===== src/rtl/rv32i_types.sv =====
// Shared types for the execute-side issue logic.
//   mul_state_t     : multiplier occupancy FSM states
//   DEF_NUM_REQ     : default number of reservation-station entries
//   DEF_NUM_ALU     : default number of single-cycle ALU lanes
//   DEF_MUL_LATENCY : default cycles from mul_start to mul_wb_valid
package rv32i_types;

  typedef enum logic [1:0] {
    IDLE = 2'd0,
    BUSY = 2'd1,
    DONE = 2'd2
  } mul_state_t;

  localparam int unsigned DEF_NUM_REQ     = 8;
  localparam int unsigned DEF_NUM_ALU     = 2;
  localparam int unsigned DEF_MUL_LATENCY = 4;

endpackage


===== src/rtl/rr_pick_n.sv =====
// Round-robin picker: returns the first N set bits of req in scan order
// ptr, ptr+1, ... NUM_REQ-1, 0, ... ptr-1.
//   req        : request vector
//   ptr        : scan start position
//   pick_valid : slot k holds a pick
//   pick_idx   : entry index of slot k (0 when slot unused)
//   pick_off   : scan offset (distance from ptr) of slot k (0 when unused)
//   grant      : one-hot-per-pick mask of picked entries
module rr_pick_n #(
  parameter int unsigned NUM_REQ = 8,
  parameter int unsigned N       = 1,
  parameter int unsigned IDX_W   = $clog2(NUM_REQ)
) (
  input  logic [NUM_REQ-1:0] req,
  input  logic [IDX_W-1:0]   ptr,
  output logic [N-1:0]       pick_valid,
  output logic [N*IDX_W-1:0] pick_idx,
  output logic [N*IDX_W-1:0] pick_off,
  output logic [NUM_REQ-1:0] grant
);

  always_comb begin
    int unsigned taken;
    int unsigned pos;
    pick_valid = '0;
    pick_idx   = '0;
    pick_off   = '0;
    grant      = '0;
    taken      = 0;
    pos        = 0;
    // Walking offsets in increasing order is the rotate step; the first
    // hits along that walk are the priority-encoded picks.
    for (int unsigned j = 0; j < NUM_REQ; j++) begin
      pos = 32'(ptr) + j;
      if (pos >= NUM_REQ) pos = pos - NUM_REQ;
      if (req[pos] && taken < N) begin
        pick_valid[taken]                 = 1'b1;
        pick_idx[taken*IDX_W +: IDX_W]    = IDX_W'(pos);
        pick_off[taken*IDX_W +: IDX_W]    = IDX_W'(j);
        grant[pos]                        = 1'b1;
        taken                             = taken + 1;
      end
    end
  end

endmodule


===== src/rtl/fu_issue_scheduler.sv =====
// Issue scheduler between reservation-station entries and execute units.
// Picks ready entries round-robin onto NUM_ALU single-cycle ALU lanes and
// one shared unpipelined multiplier; sequences the multiplier result onto
// a valid/ready writeback port. Emits entry indices only.
//   clk, rst (async, active-low), flush (sync squash)
//   req_valid/req_is_mul : per-entry ready and unit type
//   req_grant            : per-entry issue this cycle
//   alu_start/alu_sel    : per-lane start and entry index
//   mul_start/mul_sel    : multiplier accept and entry index
//   mul_busy             : multiplier occupied
//   mul_wb_valid/ready   : multiplier result handshake
module fu_issue_scheduler
  import rv32i_types::*;
#(
  parameter int unsigned NUM_REQ     = DEF_NUM_REQ,
  parameter int unsigned NUM_ALU     = DEF_NUM_ALU,
  parameter int unsigned MUL_LATENCY = DEF_MUL_LATENCY,
  parameter int unsigned IDX_W       = $clog2(NUM_REQ)
) (
  input  logic                     clk,
  input  logic                     rst,
  input  logic                     flush,
  input  logic [NUM_REQ-1:0]       req_valid,
  input  logic [NUM_REQ-1:0]       req_is_mul,
  output logic [NUM_REQ-1:0]       req_grant,
  output logic [NUM_ALU-1:0]       alu_start,
  output logic [NUM_ALU*IDX_W-1:0] alu_sel,
  output logic                     mul_start,
  output logic [IDX_W-1:0]         mul_sel,
  output logic                     mul_busy,
  output logic                     mul_wb_valid,
  input  logic                     mul_wb_ready
);

  localparam int unsigned CNT_W = (MUL_LATENCY > 1) ? $clog2(MUL_LATENCY) : 1;

  mul_state_t         state_q, state_d;
  logic [CNT_W-1:0]   cnt_q, cnt_d;
  logic [IDX_W-1:0]   rr_ptr_q, rr_ptr_d;

  logic [NUM_REQ-1:0]       alu_req, mul_req;
  logic [NUM_ALU-1:0]       alu_v;
  logic [NUM_ALU*IDX_W-1:0] alu_idx, alu_off;
  logic [NUM_REQ-1:0]       alu_gnt;
  logic [0:0]               mul_v;
  logic [IDX_W-1:0]         mul_idx, mul_off;
  logic [NUM_REQ-1:0]       mul_gnt;

  logic live, mul_accept, mul_fire, any_grant;
  logic [IDX_W-1:0] last_off;

  assign alu_req = req_valid & ~req_is_mul;
  assign mul_req = req_valid &  req_is_mul;

  rr_pick_n #(.NUM_REQ(NUM_REQ), .N(NUM_ALU), .IDX_W(IDX_W)) u_alu_pick (
    .req        (alu_req),
    .ptr        (rr_ptr_q),
    .pick_valid (alu_v),
    .pick_idx   (alu_idx),
    .pick_off   (alu_off),
    .grant      (alu_gnt)
  );

  rr_pick_n #(.NUM_REQ(NUM_REQ), .N(1), .IDX_W(IDX_W)) u_mul_pick (
    .req        (mul_req),
    .ptr        (rr_ptr_q),
    .pick_valid (mul_v),
    .pick_idx   (mul_idx),
    .pick_off   (mul_off),
    .grant      (mul_gnt)
  );

  // Gating with rst keeps every output low during an asynchronous reset,
  // including the purely combinational grant paths.
  assign live       = rst & ~flush;
  assign mul_accept = (state_q == IDLE) || (state_q == DONE && mul_wb_ready);
  assign mul_fire   = live & mul_v[0] & mul_accept;

  assign alu_start    = live ? alu_v   : '0;
  assign alu_sel      = live ? alu_idx : '0;
  assign mul_start    = mul_fire;
  assign mul_sel      = mul_fire ? mul_idx : '0;
  assign req_grant    = live ? (alu_gnt | (mul_fire ? mul_gnt : '0)) : '0;
  assign mul_busy     = rst & (state_q != IDLE);
  assign mul_wb_valid = live & (state_q == DONE);

  // ALU picks arrive in increasing scan offset, so the last active lane
  // carries the largest ALU offset; the multiplier offset is merged in.
  always_comb begin
    int unsigned sum;
    last_off  = '0;
    any_grant = 1'b0;
    sum       = 0;
    for (int unsigned k = 0; k < NUM_ALU; k++) begin
      if (alu_start[k]) begin
        last_off  = alu_off[k*IDX_W +: IDX_W];
        any_grant = 1'b1;
      end
    end
    if (mul_fire) begin
      any_grant = 1'b1;
      if (mul_off > last_off) last_off = mul_off;
    end
    sum = 32'(rr_ptr_q) + 32'(last_off) + 1;
    if (sum >= NUM_REQ) sum = sum - NUM_REQ;
    rr_ptr_d = any_grant ? IDX_W'(sum) : rr_ptr_q;
  end

  always_comb begin
    state_d = state_q;
    cnt_d   = cnt_q;
    case (state_q)
      IDLE: begin
        if (mul_fire) begin
          state_d = (MUL_LATENCY == 1) ? DONE : BUSY;
          cnt_d   = CNT_W'(MUL_LATENCY - 1);
        end
      end
      BUSY: begin
        cnt_d = cnt_q - 1'b1;
        if (cnt_q == CNT_W'(1)) state_d = DONE;
      end
      DONE: begin
        if (mul_wb_ready) begin
          if (mul_fire) begin
            state_d = (MUL_LATENCY == 1) ? DONE : BUSY;
            cnt_d   = CNT_W'(MUL_LATENCY - 1);
          end else begin
            state_d = IDLE;
          end
        end
      end
      default: begin
        state_d = IDLE;
        cnt_d   = '0;
      end
    endcase
    if (flush) begin
      state_d = IDLE;
      cnt_d   = '0;
    end
  end

  always_ff @(posedge clk or negedge rst) begin
    if (!rst) begin
      state_q  <= IDLE;
      cnt_q    <= '0;
      rr_ptr_q <= '0;
    end else begin
      state_q  <= state_d;
      cnt_q    <= cnt_d;
      rr_ptr_q <= rr_ptr_d;
    end
  end

endmodule


===== config.mk =====
export PLATFORM = sky130hd
export DESIGN_NAME = fu_issue_scheduler
export DESIGN_NICKNAME = d
export VERILOG_FILES = /design/src/rtl/rv32i_types.sv /design/src/rtl/rr_pick_n.sv /design/src/rtl/fu_issue_scheduler.sv
export SDC_FILE = /design/constraint.sdc
export NUM_CORES = 1
export LEC_CHECK = 0
export ABC_CLOCK_PERIOD_IN_PS = 37500
export CORE_AREA = 2 2 171 156
export DETAILED_ROUTE_END_ITERATION = 7
export DIE_AREA = 0 0 173 158
export GPL_TIMING_DRIVEN = 0
export PLACE_DENSITY = 0.46
export SYNTH_ARGS = -nofsm -noshare
export SYNTH_HDL_FRONTEND = slang
export SYNTH_SLANG_ARGS = --single-unit

===== constraint.sdc =====
create_clock -name clk -period 37.5 [get_ports clk]
set_input_delay 5.625 -clock clk [delete_from_list [all_inputs] [get_ports clk]]
set_output_delay 5.625 -clock clk [all_outputs]
set_load 0.02 [all_outputs]

; ---- Yosys cells after proc, flatten, opt, wreduce, memory -nomap -nowiden
; Cells that the tools add are included.
[classes]
add_sub_neg = 45
n_mul = 14
magnitude_cmp = 68
eq_ne = 6
shift = 42
mux = 202
n_bitwise = 40
n_reduce_logical = 41
[op_table]
columns = op, n
row1 = $ge A32 B1 Y1 const B, 20
row2 = $mux W32, 20
row3 = $neg A32 Y34, 14
row4 = $lt A32 B1 Y1 const B, 12
row5 = $lt A32 B2 Y1 const B, 12
row6 = $mul A32 B2 Y32 const B, 12
row7 = $add A32 B1 Y32 const B, 10
row8 = $lt A32 B4 Y1 const B, 8
row9 = $shift A3 B34 Y3 const A, 7
row10 = $shift A3 B34 Y6 const A, 7
row11 = $shiftx A3 B34 Y3, 7
row12 = $shiftx A3 B34 Y3 const A, 7
row13 = $shiftx A3 B34 Y6, 7
row14 = $shiftx A3 B34 Y6 const A, 7
row15 = $ge A32 B4 Y1 const B, 7
row16 = $sub A32 B4 Y32 const B, 7
row17 = $mux W8, 18
row18 = $or A8 B8 Y8, 15
row19 = $mux W6, 15
row20 = $bwmux W6, 13
row21 = $mux W3, 22
row22 = $mux W1, 53
row23 = $bmux W1 S3, 16
row24 = $bwmux W3, 13
row25 = other kinds (37), 129
[word_totals]
reg_bits = 7
wordCells = 461

; ---- Longest topological paths before layout
; Gate-level depths: netlist of run 1.
[depth]
depth_word = 39
mapped_depth = 68
mapped_depth_nobuf = 59

; ---- Modules after synthesis
; A second synthesis of run 1 with hierarchy kept.
[unflattened]
cells_unflattened = 1365
hier_area_um2 = 9539.1
[modules_own_cells]
columns = mod, instances, cells_each, area_each_um2, seq_area_each_um2
row1 = rr_pick_n (u_alu_pick), 1, 780, 5166.2, 0.0
row2 = rr_pick_n (u_mul_pick), 1, 455, 3443.3, 0.0
row3 = fu_issue_scheduler, 1, 130, 929.6, 175.2

; ---- Worst setup path after synthesis of run 1
; Ideal clock, no wire load.
[synth_path]
path_kind = in2out
startpoint = in req_valid[2]
endpoint = out alu_sel[4]
t_arrival_ps = 15046
path_slack_ps = 16829
stages = 43
cell_sequence = nor2b_1 -> mux2i_1 -> mux4_2 -> ha_1 -> o22ai_4 -> inv_1 -> ha_1 -> and2_0 -> clkbuf_1 -> a2bb2oi_1 -> nor2_1 -> nor2_1 -> inv_1 -> ha_1 -> nand2_1 -> o2111a_1 -> clkbuf_1 -> o21ai_0 -> [7 not listed] -> nand2_1 -> xor2_1 -> ha_1 -> a21o_1 -> a21oi_1 -> o21bai_1 -> a21oi_1 -> nor2b_1 -> nor2_1 -> nor4b_1 -> ha_1 -> inv_1 -> a41oi_1 -> nor4_1 -> o311ai_4 -> nor4_1 -> mux2_2 -> nor2_1
[synth_between]
elab_chain_len = 28
[synth_lines]
columns = item, line
row1 = start: declaration, fu_issue_scheduler.sv:23  ; input logic [NUM_REQ-1:0] req_valid,
row2 = $and A8 B8 Y8 *, fu_issue_scheduler.sv:52  ; assign alu_req = req_valid & ~req_is_mul;
row3 = $bmux W1 S3, rr_pick_n.sv:36  ; if (req[pos] && taken < N) begin
row4 = $mux W1 (implied by the code), rr_pick_n.sv:36
row5 = $mux W1, rr_pick_n.sv:36
row6 = $lt A1 B2 Y1, rr_pick_n.sv:36
row7 = $logic_and A1 B1 Y1, rr_pick_n.sv:36
row8 = $mux W32, rr_pick_n.sv:36
row9 = $lt A32 B2 Y1, rr_pick_n.sv:36
row10 = [12 not listed], n/a
row11 = $logic_and A1 B1 Y1, rr_pick_n.sv:36
row12 = $mux W32, rr_pick_n.sv:36
row13 = $mul A32 B2 Y32, rr_pick_n.sv:38  ; pick_idx[taken*IDX_W +: IDX_W] = IDX_W'(pos);
row14 = $neg A32 Y34, rr_pick_n.sv:38
row15 = $shiftx A3 B34 Y6 / $shift A3 B34 Y6 (equally long branches), rr_pick_n.sv:38
row16 = $bwmux W6, rr_pick_n.sv:38
row17 = $mux W6 *, rr_pick_n.sv:36
row18 = $mux W6 *, fu_issue_scheduler.sv:80  ; assign alu_sel = live ? alu_idx : '0;
row19 = end: declaration, fu_issue_scheduler.sv:27  ; output logic [NUM_ALU*IDX_W-1:0] alu_sel,
; Mark *: on every way between the ends. The rest lies on a longest branch, timed or not. The select of a mux whose other input is x is not followed.

; ---- Worst setup path in the final report of run 1
[layout_path]
startpoint = in req_valid[3]
endpoint = out alu_sel[4]
; The elaborated chain is that of the path after synthesis.

==> reports/metrics.csv, run 1 <==
metric,value,unit
numCtsBuffers,3,
cts_hold_buf,0,
layout_setup_ws,13130,ps
netlist_area,0.00835,mm^2
post_cts_buffers,0,
yosysWarnings,0,
rsz0062_at_grt,false,
yosys_most_used_dff,dfrtp_1,
setup_tns,0,ps
hold_class,reg2reg,
status,"complete, no violations",
crit_top_cell,ha_1,
antenna_cells,0,
synth_edf_count,0,
finalSetupViolCount,0,
fin_skew,2.24,ps
gp_congestion,0.889,
cts_tree,done,
grt_overflow,0,
place_inst,1624,
synthToLayoutAreaGrowth,12.3,%
fin_nets,1401,
drt_iter0_drc,917,
synthCells,1207,
path_clk_slew,40,ps
grt_pass1_vias,8570,
post-route-period-util,0.650,
worstPathRequired,31870,ps
final_antenna_net_count,0,
die_h,158,um
synth_top_area_share,0.142,
timing.final.crit_period,24370,ps
path_class,in2out,
core,0.0256,mm^2
cts_htree_levels,1,
path_max_fanout,10,
maxCapViolations,0,
dp_slack,13200,ps
synth_cell_type_count,97,
multiInputGateArea,0.00774,mm^2
grt_pass1_wl,49600,um
yosys.area.top_type,ha_1,
critPathCaptureType,output port,
yosysSeqAreaShare,0.0210,
dieArea,0.0273,mm^2
cts_resized,0,
dp_hpwl,25500,um
synth_area_leaders,"ha_1 14%, nor2_1 5.8%, nand2_1 5.6%",
grt_max_degree,16,
postSynth.asyncResetShare,1.00,
drc,0,
placed_area,0.00930,mm^2
initial_core_util,0.326,
post-synth-top-count-cell,nor2_1,
yosys-top-cells-count,"130 x nor2_1, 124 x nand2_1, 95 x ha_1",
drive_gt1_frac,0.0617,
syn_avg_cell_area,6.92,um^2
design_area,0.00938,mm^2
track_usage,0.225,
chipWidth,173,um
cts_root_buffer,clkbuf_16,
max_freq,41.0,MHz
cp_slowest_stage_delay,750,ps
rows,56,
ios,42,
cpMaxStageDelayCell,o21ai_0,
dr.pass1.iters,6,
layoutNonFillerInstCount,1628,
io_buffers,41,
final_hold_viol_count,0,
synth_seq_cells,7,
arrival,18740,ps
vias_per_cell,5.79,
clkLatencyLatePin,230,ps
drv_slew,0,
start_kind,input port,
cts.sinks,7,
wl,31700,um
vias,9429,
worstMarginPinSlew,1330,ps
wl_per_cell,19.5,um
clockBufferDepth,2,
fillers,2893,
antenna_found_initial,0,
final-seq-area,175,um^2
relSlewSlack,0.113,
==> worst paths after layout <==
path / slack, ps / to / cells past startpoint / from
min in group asynchronous: 5700 / state_q[1]$_DFFE_PN0P_ / 1 / rst
max in group asynchronous: 31500 / rr_ptr_q[1]$_DFFE_PN0P_ / 1 / rst
hold / removal: 570 / cnt_q[0]$_DFFE_PN0P_ / 2 / cnt_q[0]$_DFFE_PN0P_
setup / recovery: 13130 / alu_sel[4] / 46 / req_valid[3]
setup reg to reg: 20750 / rr_ptr_q[2]$_DFFE_PN0P_ / 62 / rr_ptr_q[0]$_DFFE_PN0P_
hold reg to reg: 570 / cnt_q[0]$_DFFE_PN0P_ / 2 / cnt_q[0]$_DFFE_PN0P_
==> layout make-up <==
class | instances | share of cell area
buffer | 65 | 0.0309
clock buffer | 4 | 0.00840
inverter | 65 | 0.0271
multi-input combinational | 1098 | 0.825
sequential | 7 | 0.0187
tap | 348 | 0.0464
timing repair buffer | 41 | 0.0437
==> registers in the layout, indices dropped and copies added (netlist names) <==
signal    flops
state_q       2
rr_ptr_q      3
cnt_q         2
==> critical path, delay by kind of cell <==
kind / cells / cell delay [ps]
adders and majority gates: 6 / 1980
buffers and inverters: 11 / 3330
xor gates and xnor gates: 1 / 400
muxes: 3 / 930
AOI/OAI and AO/OA: 12 / 3360
and+or+nand+nor: 13 / 3080
==> per-layer routing <==
metal,wire length [um],global-route usage,vias to the layer above
li1,-,-,4587
met1,16100,0.342,4490
met2,13200,0.346,331
met3,2120,0.0293,21
met4,284,0.0254,0
met5,0,0,-
==> cell families after synthesis <==
family / Yosys count / synth area share
muxes: 62 / 0.105
DFF: 7 / 0.0210
xor gates and xnor gates: 66 / 0.0806
other: 2 / 0.000899
buffers and inverters: 130 / 0.0652
and+or+nand+nor: 503 / 0.299
AOI/OAI and AO/OA: 335 / 0.272
adders and majority gates: 102 / 0.157
==> cell usage in the layout (no fill, tap or decap), drive strengths merged, types with 9 or more instances in the layout <==
master,instances
mux2i,34
xnor2,36
buf,20
a21o,18
xor2,27
a21oi,82
mux2,9
ha,95
nor2,130
nand3,41
mux4,19
o21a,11
inv,62
clkbuf,49
a31oi,19
nand2,124
nor4,13
and2,15
nor2b,22
conb,30
a221oi,9
o22ai,16
nand4,15
a211oi,15
clkdlybuf4s50,41
nor3,47
nand2b,29
o21ai,67
and3,17
a22oi,16
==> through the flow <==
step / hold slack, ps / utilization
after global placement: 561 / 0.363
after global routing: 596 / 0.366
final: 567 / 0.366
after floorplan: 530 / -
after CTS: 563 / 0.366
after detailed placement: 557 / 0.363
Power of run 1 is left out: the tool's default activity adds up to more than one toggle a clock period on the data nets, which glitch-free logic cannot reach.
==> run 2, diff against run 1 <==
- ABC_CLOCK_PERIOD_IN_PS: 37500 -> 24400
- clock period: 37.5 -> 24.4 ns (I/O delays scaled with it)
==> results of run 2 <==
The final DEF is identical to that of run 1. Status: complete, no violations.
Main changes from that run: setup slack after placement 13200 ps -> 4030 ps; setup slack after layout 13130 ps -> 3960 ps; register-to-register setup slack 20750 ps -> 7650 ps
Power of run 2 is left out for the same reason.
==> run 3, diff against run 2 <==
- ABC_CLOCK_PERIOD_IN_PS: 24400 -> 20000
- clock period: 24.4 -> 20 ns (I/O delays scaled with it)
==> run 3 against run 2 <==
Net effect:
- via count fell by 0.24%
- final area did not move
- final cell count did not move
- first-iteration DRC count did not move
- utilization did not move
- non-clock buffer count did not move
- flip-flop and latch count did not move
- register-to-register slack got worse by 4200 ps
- hold slack barely moved
- clock skew barely moved
- die area did not move
- critical path depth did not move
==> reports/metrics.csv, run 3 (synthesis gave the netlist of run 1 again) <==
metric,value,unit
gp_congestion,0.889,
worstMarginPinSlew,1330,ps
final_antenna_net_count,0,
crit_path_start,req_valid[3],
fin_nets,1401,
rows,56,
fin_util,0.366,
relSlewSlack,0.112,
regToRegEndpoint,rr_ptr_q[2]$_DFFE_PN0P_,
path_max_fanout,10,
core,0.0256,mm^2
antenna_cells,0,
hold_class,reg2reg,
dr.pass1.iters,5,
antenna_found_initial,0,
drc,0,
path_class,in2out,
max_freq,53.0,MHz
start_kind,input port,
holdPathEnd,cnt_q[0]$_DFFE_PN0P_,
dp_hpwl,25500,um
grt_pass1_vias,8570,
grt_max_degree,16,
final_hold_viol_count,0,
vias_per_cell,5.78,
cts_htree_levels,1,
rr_worst_depth,62,
r2r-start,rr_ptr_q[0]$_DFFE_PN0P_,
worstPathRequired,17000,ps
die_h,158,um
max_flop_register,rr_ptr_q,
critPathCaptureType,output port,
grt_overflow,0,
min_path_cells,2,
fin_skew,2.10,ps
rsz0062_at_grt,false,
timing.final.crit_period,18860,ps
chipWidth,173,um
io_buffers,41,
grt_pass1_wl,49600,um
fillers,2893,
finalSetupViolCount,0,
cpMaxStageDelayCell,a2bb2oi_1,
cp_slowest_stage_delay,700,ps
ios,42,
layoutNonFillerInstCount,1628,
crit_top_cell,ha_1,
post-route-period-util,0.943,
cts_hold_buf,0,
top_regs,"rr_ptr_q x3, cnt_q x2, state_q x2",
cts.sinks,7,
hp-start,cnt_q[0]$_DFFE_PN0P_,
mostFrequentLayoutCell,nor2_1,
place_inst,1624,
clockBufferDepth,2,
numCtsBuffers,3,
vias,9406,
initial_core_util,0.326,
status,"complete, no violations",
arrival,15860,ps
drive_gt1_frac,0.0617,
path_clk_slew,40,ps
maxCapViolations,0,
post_cts_buffers,0,
clkLatencyLatePin,230,ps
placed_area,0.00930,mm^2
wl_per_cell,19.5,um
drv_slew,0,
cts_tree,done,
final_cell_mix,"130 x nor2_1, 124 x nand2_1, 95 x ha_1",
synthToLayoutAreaGrowth,12.3,%
wl,31700,um
design_area,0.00938,mm^2
drt_iter0_drc,917,
setup_tns,0,ps
cts_root_buffer,clkbuf_16,
r2r_slack,3500,ps
track_usage,0.225,
largest_reg_flops,3,
dieArea,0.0273,mm^2
-- run 3: changes by cell type in the layout (fill, tap and decap cells not counted) --
cell	before	now
o21ai_1	1	2
o21ai_0	65	64
-- run 3: cell type report --
type	count	area, um^2	area share
Sequential cell	7	175	0.0187
Buffer	65	290	0.0309
Tap cell	348	435	0.0464
Multi-Input combinational cell	1098	7740	0.825
Inverter	65	254	0.0271
Clock buffer	4	78.8	0.00840
Timing Repair Buffer	41	410	0.0437
-- run 3: how the worst max path moves through the flow --
stage	end	slack (ps)	depth (start not counted)
floorplan	alu_sel[4]	4580	43
global placement	alu_sel[4]	830	45
detailed placement	alu_sel[4]	950	45
CTS	alu_sel[4]	900	46
global route	alu_sel[4]	70	46
finish	alu_sel[4]	1140	46
-- run 3: worst max-delay path, delay by kind of cell --
| kind | cells | cell delay [ps] |
|---|---|---|
| multiplexers | 3 | 930 |
| adder cells (fa/ha/maj) | 6 | 1950 |
| AO/OA/AOI/OAI | 12 | 3130 |
| XOR/XNOR | 1 | 400 |
| buffers and inverters | 11 | 3330 |
| AND/OR/NAND/NOR | 13 | 3080 |
-- run 3: what timing repair did --
action                     4_1_cts  5_1_grt
gates resized for setup          0        1
hold endpoints to repair         0        0
setup endpoints to repair        0        2
-- run 3: routing by layer --
layer,up-vias,GRT usage,part of all wire
met2,312,0.346,0.42
li1,4588,-,-
met3,23,0.0293,0.068
met1,4483,0.342,0.51
met4,0,0.0254,0.0093
met5,-,0,0
-- run 3: through the flow --
step                setup slack [ps]  hold slack, ps
floorplan                       4580             530
global placement                 825             561
detailed placement               948             557
CTS                              903             563
global route                    73.8             596
finish                          1140             567
Power of run 3 is left out for the same reason.
